**config.mk**
```make
export PLATFORM = sky130hd
export DESIGN_NAME = lstm_gate_data_buffer
export DESIGN_NICKNAME = d
export VERILOG_FILES = /design/src/rtl/lstm_gate_data_buffer.sv
export SDC_FILE = /design/constraint.sdc
export NUM_CORES = 1
export LEC_CHECK = 0
export BUFFER_PORTS_ARGS = -buffer_cell sky130_fd_sc_hd__clkbuf_2
export CAP_MARGIN = 20
export CORE_MARGIN = 2
export CORE_UTILIZATION = 27
export DETAILED_ROUTE_END_ITERATION = 6
export MAX_ROUTING_LAYER = met4
export PLACE_DENSITY_LB_ADDON = 0.1
export SLEW_MARGIN = 10
export SYNTH_ARGS = -nofsm -noshare
export SYNTH_HDL_FRONTEND = slang
export SYNTH_SLANG_ARGS = --single-unit
```
**constraint.sdc**
```tcl
create_clock -name clk -period 12.5 [get_ports clk]
set_input_delay 1.875 -clock clk [delete_from_list [all_inputs] [get_ports clk]]
set_output_delay 1.875 -clock clk [all_outputs]
set_load 0.05 [all_outputs]
```
**src/rtl/lstm_gate_data_buffer.sv**
```systemverilog
// Pairs weight/input words with bias words, tags them with unit/gate indices and
// queues the packets in a first-word fall-through FIFO for the gate MAC stage.
module lstm_gate_data_buffer #(
  parameter int W_BITWIDTH  = 8,
  parameter int IN_BITWIDTH = 8,
  parameter int B_BITWIDTH  = 32,
  parameter int N_GATES     = 4,
  parameter int NO_UNITS    = 2,
  parameter int SIZE_BUFFER = 10,
  localparam int UW = (NO_UNITS > 1) ? $clog2(NO_UNITS) : 1
) (
  input  logic                    clk,
  input  logic                    rst_i,
  input  logic                    clear_i,
  input  logic                    wr_valid_i,
  input  logic                    wr_is_bias_i,
  input  logic [31:0]             wr_data_i,
  output logic                    wr_ready_o,
  output logic                    out_valid_o,
  input  logic                    out_ready_i,
  output logic [3*W_BITWIDTH-1:0] out_weight_o,
  output logic [IN_BITWIDTH-1:0]  out_input_o,
  output logic [B_BITWIDTH-1:0]   out_bias_o,
  output logic [1:0]              out_gate_o,
  output logic [UW-1:0]           out_unit_o,
  output logic                    out_last_o,
  output logic                    load_done_o,
  output logic                    err_o
);

  localparam int WW = 3 * W_BITWIDTH;
  localparam int HW = WW + IN_BITWIDTH;
  localparam int PW = (SIZE_BUFFER > 1) ? $clog2(SIZE_BUFFER) : 1;
  localparam int CW = $clog2(SIZE_BUFFER + 1);
  localparam int EW = HW + B_BITWIDTH + 2 + UW + 1;

  localparam logic [1:0]    GATE_MAX = 2'(N_GATES - 1);
  localparam logic [UW-1:0] UNIT_MAX = UW'(NO_UNITS - 1);
  localparam logic [PW-1:0] PTR_MAX  = PW'(SIZE_BUFFER - 1);
  localparam logic [CW-1:0] CNT_FULL = CW'(SIZE_BUFFER);

  typedef enum logic {S_WAIT_WI, S_WAIT_B} state_t;

  state_t        state_q, state_d;
  logic [HW-1:0] hold_q, hold_d;
  logic [1:0]    gate_q, gate_d;
  logic [UW-1:0] unit_q, unit_d;
  logic [PW-1:0] wr_ptr_q, wr_ptr_d;
  logic [PW-1:0] rd_ptr_q, rd_ptr_d;
  logic [CW-1:0] count_q, count_d;
  logic          load_done_q, load_done_d;
  logic          err_q, err_d;

  logic [EW-1:0] fifo_mem [SIZE_BUFFER];
  logic [EW-1:0] push_entry;
  logic [EW-1:0] head_entry;
  logic          accept, push, pop, full, last_tag, mem_we;

  always_comb begin
    full        = (count_q == CNT_FULL);
    out_valid_o = (count_q != '0);
    wr_ready_o  = (state_q == S_WAIT_WI) ? !load_done_q : !full;
    accept      = wr_valid_i & wr_ready_o;
    push        = accept & wr_is_bias_i & (state_q == S_WAIT_B);
    pop         = out_valid_o & out_ready_i;
    last_tag    = (gate_q == GATE_MAX) && (unit_q == UNIT_MAX);
    push_entry  = {hold_q, wr_data_i[B_BITWIDTH-1:0], gate_q, unit_q, last_tag};
    mem_we      = push & !clear_i;

    state_d     = state_q;
    hold_d      = hold_q;
    gate_d      = gate_q;
    unit_d      = unit_q;
    wr_ptr_d    = wr_ptr_q;
    rd_ptr_d    = rd_ptr_q;
    count_d     = count_q;
    load_done_d = load_done_q;
    err_d       = err_q;

    if (accept) begin
      if (state_q == S_WAIT_WI) begin
        if (wr_is_bias_i) begin
          err_d = 1'b1;
        end else begin
          hold_d  = wr_data_i[HW-1:0];
          state_d = S_WAIT_B;
        end
      end else begin
        if (wr_is_bias_i) begin
          state_d = S_WAIT_WI;
        end else begin
          hold_d = wr_data_i[HW-1:0];
          err_d  = 1'b1;
        end
      end
    end

    // Unit index advances only when the gate index wraps around.
    if (push) begin
      wr_ptr_d = (wr_ptr_q == PTR_MAX) ? '0 : wr_ptr_q + PW'(1);
      if (gate_q == GATE_MAX) begin
        gate_d = '0;
        unit_d = (unit_q == UNIT_MAX) ? '0 : unit_q + UW'(1);
      end else begin
        gate_d = gate_q + 2'd1;
      end
      if (last_tag) load_done_d = 1'b1;
    end

    if (pop) rd_ptr_d = (rd_ptr_q == PTR_MAX) ? '0 : rd_ptr_q + PW'(1);

    case ({push, pop})
      2'b10:   count_d = count_q + CW'(1);
      2'b01:   count_d = count_q - CW'(1);
      default: count_d = count_q;
    endcase

    if (clear_i) begin
      state_d     = S_WAIT_WI;
      hold_d      = '0;
      gate_d      = '0;
      unit_d      = '0;
      wr_ptr_d    = '0;
      rd_ptr_d    = '0;
      count_d     = '0;
      load_done_d = 1'b0;
      err_d       = 1'b0;
    end
  end

  always_ff @(posedge clk) begin
    if (rst_i) begin
      state_q     <= S_WAIT_WI;
      hold_q      <= '0;
      gate_q      <= '0;
      unit_q      <= '0;
      wr_ptr_q    <= '0;
      rd_ptr_q    <= '0;
      count_q     <= '0;
      load_done_q <= 1'b0;
      err_q       <= 1'b0;
    end else begin
      state_q     <= state_d;
      hold_q      <= hold_d;
      gate_q      <= gate_d;
      unit_q      <= unit_d;
      wr_ptr_q    <= wr_ptr_d;
      rd_ptr_q    <= rd_ptr_d;
      count_q     <= count_d;
      load_done_q <= load_done_d;
      err_q       <= err_d;
    end
  end

  // Storage is not reset; the outputs are masked while the FIFO is empty.
  always_ff @(posedge clk) begin
    if (mem_we && !rst_i) fifo_mem[wr_ptr_q] <= push_entry;
  end

  always_comb begin
    head_entry = out_valid_o ? fifo_mem[rd_ptr_q] : '0;
    {out_input_o, out_weight_o, out_bias_o, out_gate_o, out_unit_o, out_last_o} = head_entry;
    load_done_o = load_done_q;
    err_o       = err_q;
  end

endmodule

```
==> results of run 1 <==
synthesized netlist by cell type, types with 3 or more instances:
cell type  count  area share, %
nor3_1         5          0.090
nor4_1         3          0.068
xnor2_1        4           0.13
mux4_2       136             11
clkbuf_1      50           0.68
buf_4         10           0.27
xor2_1         5           0.16
ha_1           4           0.18
a211oi_1      68            1.8
nand3_1        5          0.090
a21oi_1       12           0.22
or3_1          4          0.090
nor2_1        45           0.61
inv_1          6          0.081
nand2_1       10           0.14
edfxtp_1     680             74
mux2i_1      102            3.7
o21ai_0        6           0.11
buf_6          3           0.12
o22ai_1       69            1.6
dfxtp_1       54            3.9
buf_2         20           0.36
registers in the layout (all words and copies together) (netlist names), 2 cells and up, named ones only:
register / count
count_q: 4
wr_ptr_q: 4
hold_q: 32
gate_q: 2
rd_ptr_q: 4
fifo_mem: 680
logic make-up after synthesis:
family	synth area share [%]
AO/OA/AOI/OAI	3.95
buffers and inverters	1.54
XOR/XNOR	0.285
adder cells (fa/ha/maj)	0.181
multiplexers	14.7
flip-flops	77.6
AND/OR/NAND/NOR	1.65
per-stage QoR:
stage / instance area (µm²) / setup WS (ns) / util (%) / hold slack, ns
after global placement: 29900 / 6.35 / 29.4 / 0.453
after CTS: 32600 / 5.61 / 32.0 / 0.484
after detailed placement: 29900 / 6.30 / 29.4 / 0.468
final: 32600 / 5.84 / 32.0 / 0.483
after global routing: 32600 / 5.40 / 32.0 / 0.506
after floorplan: 27700 / 2.97 / - / 0.478
routing by layer:
layer	global-route usage (%)	vias up	part of all wire (%)
li1	-	5836	-
met1	19.6	7470	45
met2	24.5	244	49
met3	2.40	87	3.7
met4	3.70	0	1.6
met5	-	-	0
cell type report:
type                    instances  share of cell area (%)
clock buffers                 126                    7.40
repair buffers                141                    2.41
clock inverters                30                   0.921
flip-flops and latches        734                    66.0
multi-input cells             503                    17.9
inverters                       7                  0.0806
well taps                    1368                    5.25
diodes                          3                  0.0230
power breakdown:
group          switching (mW)  total, mW  internal (mW)
clock                   0.984       2.42           1.44
sequential            0.00813       2.68           2.67
combinational          0.0390     0.0523         0.0133
total                    1.03       5.15           4.12
worst max-delay path, cell delays in order, from the launching register on:
cell      delay, ns
dfxtp_4        0.87
buf_4          0.78
buf_4          0.89
mux4_2         0.38
o22ai_1        0.10
a211oi_1       0.67
clkbuf_2       0.40
worst min path at each step:
stage                     startpoint          to
after floorplan           count_q[3]  count_q[3]
after global placement         err_o       err_o
after detailed placement       err_o       err_o
after CTS                      err_o       err_o
after global routing           err_o       err_o
final                          err_o       err_o
==> results.cfg, run 1 <==
[floorplanning]
pin_count = 110
start_util_pct = 27.2
die_area_um2 = 105000
rows = 117
die_h_um = 324
die_w_um = 324
core-area_um2 = 102000

[worst_setup_path]
path_class = reg -> out
r2r_cells = 6
cp-start-kind = flop
r2r-end = fifo_mem[5][11]
end_kind = output pin
worstPathRequired_ns = 10.62
rrSetupSlack_ns = 8.60
worstPathArrival_ns = 4.78
crit_end = out_weight_o[8]
r2r_start = count_q[0]
cp_max_fo = 48

[timing]
slew_headroom_pct = 30.1
rsz0062_at_grt = false
hold_violations = 0
skew_ns = 0.0294
setup_tns_ns = 0
setup_viol = 0
period_minus_slack_ns = 6.66
finalCritPeriodShare_pct = 53.3
tightest_slew_ns = 1.05
finalMaxSlewViolations = 0
fmax_mhz = 150

[cts]
htree_levels = 3
root_buffer = clkbuf_16
cts_tree = done
hold_buffers = 0
clockBufferDepth = 3
cts_buffers = 83
clk_latency_ns = 0.64
cts_setup_buffers = 0
cts_resized = 0
clk_pin_slew_ns = 0.06
cts_sinks = 734

[detailed_routing]
drtPass1Iterations = 4
viasPerCell = 4.68
drtIter0Drc = 1021
wirelength_um = 75900
postRouteAntennaNets = 0
num_vias = 13600
routedWlPerCell_um = 26.1
drc = 0

[run_status]
status = completed

[synthesis]
yosys_warnings = 0
synth-seq-cells = 734
syn_area_um2 = 27700
async_flop_share_pct = 0
synth-main-ff-cell = edfxtp_1
synth_edf_count = 680
avgSynthCellArea_um2 = 20.9
yosysUniqueCellTypes = 43
syn_nets = 1370
ys_seq_area_share_pct = 77.6
syn_inst = 1328

[finish]
register_area_um2 = 21500
syn_to_final_growth_pct = 17.7
fin_nets = 1512
n_fill_cell = 9726
final_layout_size_suffix_gt1_share_pct = 26.9
layout_commonest_cell = edfxtp_1
final_cells = 2912
layout_common_cells = edfxtp_1 (680), mux4_2 (136), clkbuf_2 (109), mux2i_1 (102), clkbuf_16 (87)
multi_input_area_um2 = 5840

[placement]
dp_hpwl_um = 37900
portBuffers = 109
dp_cells = 2753
place.gp.congestion = 0.687

[run]
cap_viol_max_count = 0

[global_routing]
antenna_found_initial = 2
grt_pass1_vias = 14500
grt_pass1_wl_um = 109000
overflow = 0
grt_max_degree = 55
grt_usage_pct = 15.0

[power]
totalPowerFinal_mw = 5.15
peakVddDrop_mv = 0.0770
leakagePower_nw = 9.81
power.density_nw_per_um2 = 158

[min_path]
hold_path_class = reg -> reg
whs_path_depth = 2
No activity file was read; power rests on OpenSTA's default activity.
==> inputs of run 2 (changes only) <==
Settings changed: ABC_AREA from default to 1.
Clock period 12.5 ns to 6.2 ns, I/O delays scaled along.
==> results.cfg, run 2 <==
[synthesis]
yosysMostFrequentCell = edfxtp_1
yosysUniqueCellTypes = 26
yosys.area.top_type = edfxtp_1
syn_nets = 2517
yosys_warnings = 0
syn_area_um2 = 29700
synth-seq-cells = 734
async_flop_share_pct = 0
synth-main-ff-cell = edfxtp_1
yosysTopAreaCellShare_pct = 68.8
yosys-top-cells-area = edfxtp_1 (69%), a21oi_1 (5.4%), inv_1 (4.7%)
synth_edf_count = 680
ys_seq_area_share_pct = 72.5
synth_commonest_cells = edfxtp_1 (680), inv_1 (369), a21oi_1 (319)
avgSynthCellArea_um2 = 12.0
syn_inst = 2475

[worst_setup_path]
r2r_cells = 9
r2r_start = count_q[0]
cp_max_fo = 56
cp-start-kind = flop
rrSetupSlack_ns = 2.92
r2r-end = fifo_mem[4][25]
worstPathRequired_ns = 5.27
path_class = reg -> out
end_kind = output pin
worstPathArrival_ns = 3.31

[timing]
finalCritPeriodShare_pct = 68.4
slew_headroom_pct = 34.0
worst_slack_ns = 1.96
finalMaxSlewViolations = 0
tightest_slew_ns = 0.988
rsz0062_at_grt = false
setup_viol = 0
fmax_mhz = 236
hold_violations = 0
skew_ns = 0.0221
period_minus_slack_ns = 4.24

[run]
cap_viol_max_count = 0

[cts]
cts_resized = 0
clk_pin_slew_ns = 0.05
hold_buffers = 0
clockBufferDepth = 3
cts_buffers = 87
cts_sinks = 734
clk_latency_ns = 0.64
cts_tree = done
htree_levels = 3
root_buffer = clkbuf_16
cts_setup_buffers = 0

[power]
leakagePower_nw = 12.2
pwr-share-seq_pct = 50.8
power.internal_mw = 8.43
clkPwrFrac_pct = 46.9
peakVddDrop_mv = 0.193
swShare_pct = 21.1
totalPowerFinal_mw = 10.7
switching_power_mw = 2.25
pwr-share-comb_pct = 2.4
power.density_nw_per_um2 = 309

[detailed_routing]
num_vias = 18600
drc = 0
viasPerCell = 4.59
postRouteAntennaNets = 0
routedWlPerCell_um = 21.1
drtIter0Drc = 1149
drtPass1Iterations = 5
wirelength_um = 85200

[floorplanning]
pin_count = 110
rows = 121
die_w_um = 336
die_h_um = 336
core-area_um2 = 109000
die_area_um2 = 113000
start_util_pct = 27.2

[finish]
syn_to_final_growth_pct = 16.5
largest_reg_flops = 680
final_layout_size_suffix_gt1_share_pct = 11.0
reg_top3 = fifo_mem x680, hold_q x32
top_register = fifo_mem
fin_nets = 2597
layout_common_cells = edfxtp_1 (680), inv_1 (368), a21oi_1 (319), nand2_1 (235), o21ai_0 (204)
layout_commonest_cell = edfxtp_1
fin_area_um2 = 34600

[placement]
placed_area_um2 = 31800
dp_slack_ns = 2.21
portBuffers = 109
place.gp.congestion = 0.729
dp_hpwl_um = 46000

[min_path]
hp-start = rd_ptr_q[2]
whs_path_depth = 2
hold_path_class = reg -> reg

[run_status]
status = completed

[global_routing]
grt_usage_pct = 15.6
grt_max_degree = 145
antenna_found_initial = 3
grt_pass1_vias = 18200
overflow = 0
grt_pass1_wl_um = 126000
[run 2: cell types whose count changed after synthesis, sizes merged, moves of 101 or more]
cell | previous run | this run
a21oi | 12 | 319
inv | 7 | 370
mux2i | 102 | 0
mux4 | 136 | 0
nand2 | 10 | 236
nand3 | 5 | 107
o211ai | 0 | 101
o21ai | 6 | 334
[run 2: worst max-delay path by stage]
stage | start | end | cells after the start
floorplan | wr_is_bias_i | fifo_mem[5][0] | 5
global placement | clear_i | fifo_mem[4][56] | 8
detailed placement | clear_i | fifo_mem[4][50] | 8
CTS | flop | out_weight_o[15] | 8
global route | flop | out_weight_o[16] | 6
finish | flop | out_weight_o[17] | 8
[run 2: worst max-delay path, stage by stage, from the launching register on]
cell      delay, ns
dfxtp_1        0.29
buf_4          0.22
inv_4          0.63
buf_4          0.62
a21oi_1        0.07
o21ai_0        0.10
nand2_1        0.07
a21oi_1        0.25
clkbuf_2       0.33
[run 2: metal layers]
metal	track usage (%)	up-vias	wire length, µm
met2	24.6	330	40000
li1	-	8902	-
met3	2.26	100	3280
met1	21.2	9235	40600
met4	3.56	0	1290
met5	-	-	0
[run 2: power groups by stage]
stage	sequential [mW]	clock, mW	combinational, mW
2_1_floorplan	5.51	0	0.142
3_3_place_gp	5.53	0	0.262
3_5_place_dp	5.53	0	0.263
4_1_cts	5.42	5.17	0.264
5_1_grt	5.42	5.35	0.280
6_report	5.42	5.01	0.256
[run 2: logic make-up after synthesis]
kind of cell	synth area share (%)
buf+inv	7.27
fa+ha+maj	0.169
simple gates	6.38
compound gates	13.6
flops	72.5
xor+xnor	0.118
[run 2: final cells by class]
type / instances / area (µm²)
fillers: 10900 / 74400
flip-flops and latches: 734 / 21500
multi-input cells: 1214 / 6100
clock buffers: 131 / 2540
well taps: 1414 / 1770
inverters: 370 / 1390
repair buffers: 148 / 976
clock inverters: 32 / 264
diodes: 2 / 5.00
[run 2: through the flow]
step	hold slack (ns)	utilization, %	std cells	setup TNS, ns
final	0.510	31.7	4045	0
after floorplan	0.464	-	2475	-142.31
after global routing	0.523	31.7	4044	0
after global placement	0.494	29.1	3880	0
after detailed placement	0.489	29.1	3880	0
after CTS	0.498	31.7	4043	0
==> inputs of run 3 (changes only) <==
Clock period 6.2 ns to 3.8 ns, I/O delays scaled along.
==> results.cfg, run 3 (synthesis results as in run 2) <==
[run_status]
status = completed

[global_routing]
antenna_found_initial = 2
grt_max_degree = 92
grt_pass1_vias = 18200
grt_pass1_wl_um = 125000
grt_usage_pct = 15.4
gr-usage-met1_pct = 20.3
grt-busiest-layer = met2
grt_use_met2_pct = 24.7
met3_usage_pct = 2.70
overflow = 0

[floorplanning]
start_util_pct = 27.2
rows = 121
die_area_um2 = 113000
pin_count = 110
core-area_um2 = 109000
die_w_um = 336
die_h_um = 336

[finish]
n_fill_cell = 10900
top_register = fifo_mem
fin_area_um2 = 34800
layout_commonest_cell = edfxtp_1
layout_common_cells = edfxtp_1 (680), inv_1 (368), a21oi_1 (319), nand2_1 (235), o21ai_0 (204)
fin_nets = 2619
syn_to_final_growth_pct = 17.2
reg_top3 = fifo_mem x680, hold_q x32
final_layout_size_suffix_gt1_share_pct = 11.7
final_cells = 4064
largest_reg_flops = 680

[detailed_routing]
routedWlPerCell_um = 20.8
viasPerCell = 4.62
drtPass1Iterations = 5
num_vias = 18800
drc = 0
postRouteAntennaNets = 0
wirelength_um = 84600
drtIter0Drc = 1294

[placement]
place.gp.congestion = 0.744
placed_area_um2 = 32100
portBuffers = 109
dp_slack_ns = 0.659
dp_cells = 3903
dp_hpwl_um = 47100

[timing]
tightest_slew_ns = 0.828
finalCritPeriodShare_pct = 94.4
slew_headroom_pct = 44.7
skew_ns = 0.0207
fmax_mhz = 279
finalMaxSlewViolations = 0
setup_tns_ns = 0
rsz0062_at_grt = false
setup_viol = 0
hold_violations = 0
worst_slack_ns = 0.213
period_minus_slack_ns = 3.59

[power]
power.density_nw_per_um2 = 491
leakagePower_nw = 12.3
totalPowerFinal_mw = 17.1
peakVddDrop_mv = 0.313

[cts]
clk_latency_ns = 0.65
htree_levels = 3
root_buffer = clkbuf_16
cts_buffers = 85
cts_sinks = 734
clockBufferDepth = 3
cts_tree = done
hold_buffers = 0
clk_pin_slew_ns = 0.06

[worst_setup_path]
worstPathRequired_ns = 3.23
cp-start-kind = flop
path_class = reg -> out
worstPathArrival_ns = 3.02
cp_max_fo = 24
end_kind = output pin

[min_path]
hold_path_class = in -> reg

[run]
cap_viol_max_count = 0
==> run 3: cell types whose count changed in the layout (fill, tap and decap cells not counted), moves of 3 or more <==
cell / previous run / this run
buf_4: 28 / 38
clkbuf_8: 9 / 4
nor3_2: 3 / 0
buf_12: 11 / 24
clkbuf_16: 92 / 87
nor3_4: 0 / 3
clkinv_1: 12 / 17
clkbuf_1: 30 / 25
==> run 3: worst max-delay path, cell delays in order (launching register included) <==
cell and delay [ns]:
dfxtp_4 0.35, clkinv_2 0.48, buf_4 0.51, nand3_1 0.14, nand3_1 0.08, a21oi_1 0.42, clkbuf_2 0.39
==> run 3: per-stage QoR <==
step | hold WS (ns) | util (%)
2_1_floorplan | 0.464 | -
3_3_place_gp | 0.493 | 29.4
3_5_place_dp | 0.488 | 29.4
4_1_cts | 0.259 | 31.9
5_1_grt | 0.290 | 31.9
6_report | 0.297 | 31.9
==> run 3: worst paths after layout <==
path	start	slack [ns]	end	depth (start not counted)
max	flop	0.21	out_weight_o[2]	6
min	wr_data_i[5]	0.30	fifo_mem[2][9]	1
max reg2reg	count_q[0]	0.83	fifo_mem[6][65]	7
min reg2reg	err_o	0.49	err_o	2
==> run 3: power by group <==
part           internal, mW  total (mW)  leakage, nW  switching, mW
Combinational        0.0838       0.419         4.73          0.335
Clock                  4.56        7.82         1.30           3.27
Sequential             8.80        8.85         6.30         0.0462
==> run 3: cell type report <==
type	instances	area [µm²]	area share [%]
Inverter	370	1400	4.01
Antenna cell	2	5.00	0.0144
Sequential cell	734	21500	61.8
Tap cell	1414	1770	5.09
Clock buffer	116	2330	6.69
Clock inverter	42	328	0.943
Timing Repair Buffer	172	1320	3.80
Multi-Input combinational cell	1214	6120	17.6
==> run 3: metal layers <==
layer,wire length [µm],up-vias
met3,3470,120
li1,-,8946
met4,1710,0
met1,39400,9361
met2,40000,359
met5,0,-
==> run 3: what timing repair did <==
| action | CTS | global route |
|---|---|---|
| pin swaps | 0 | 0 |
| resized for setup | 0 | 1 |
| setup endpoints to repair | 2 | 1 |
| buffers inserted | 1 | 0 |
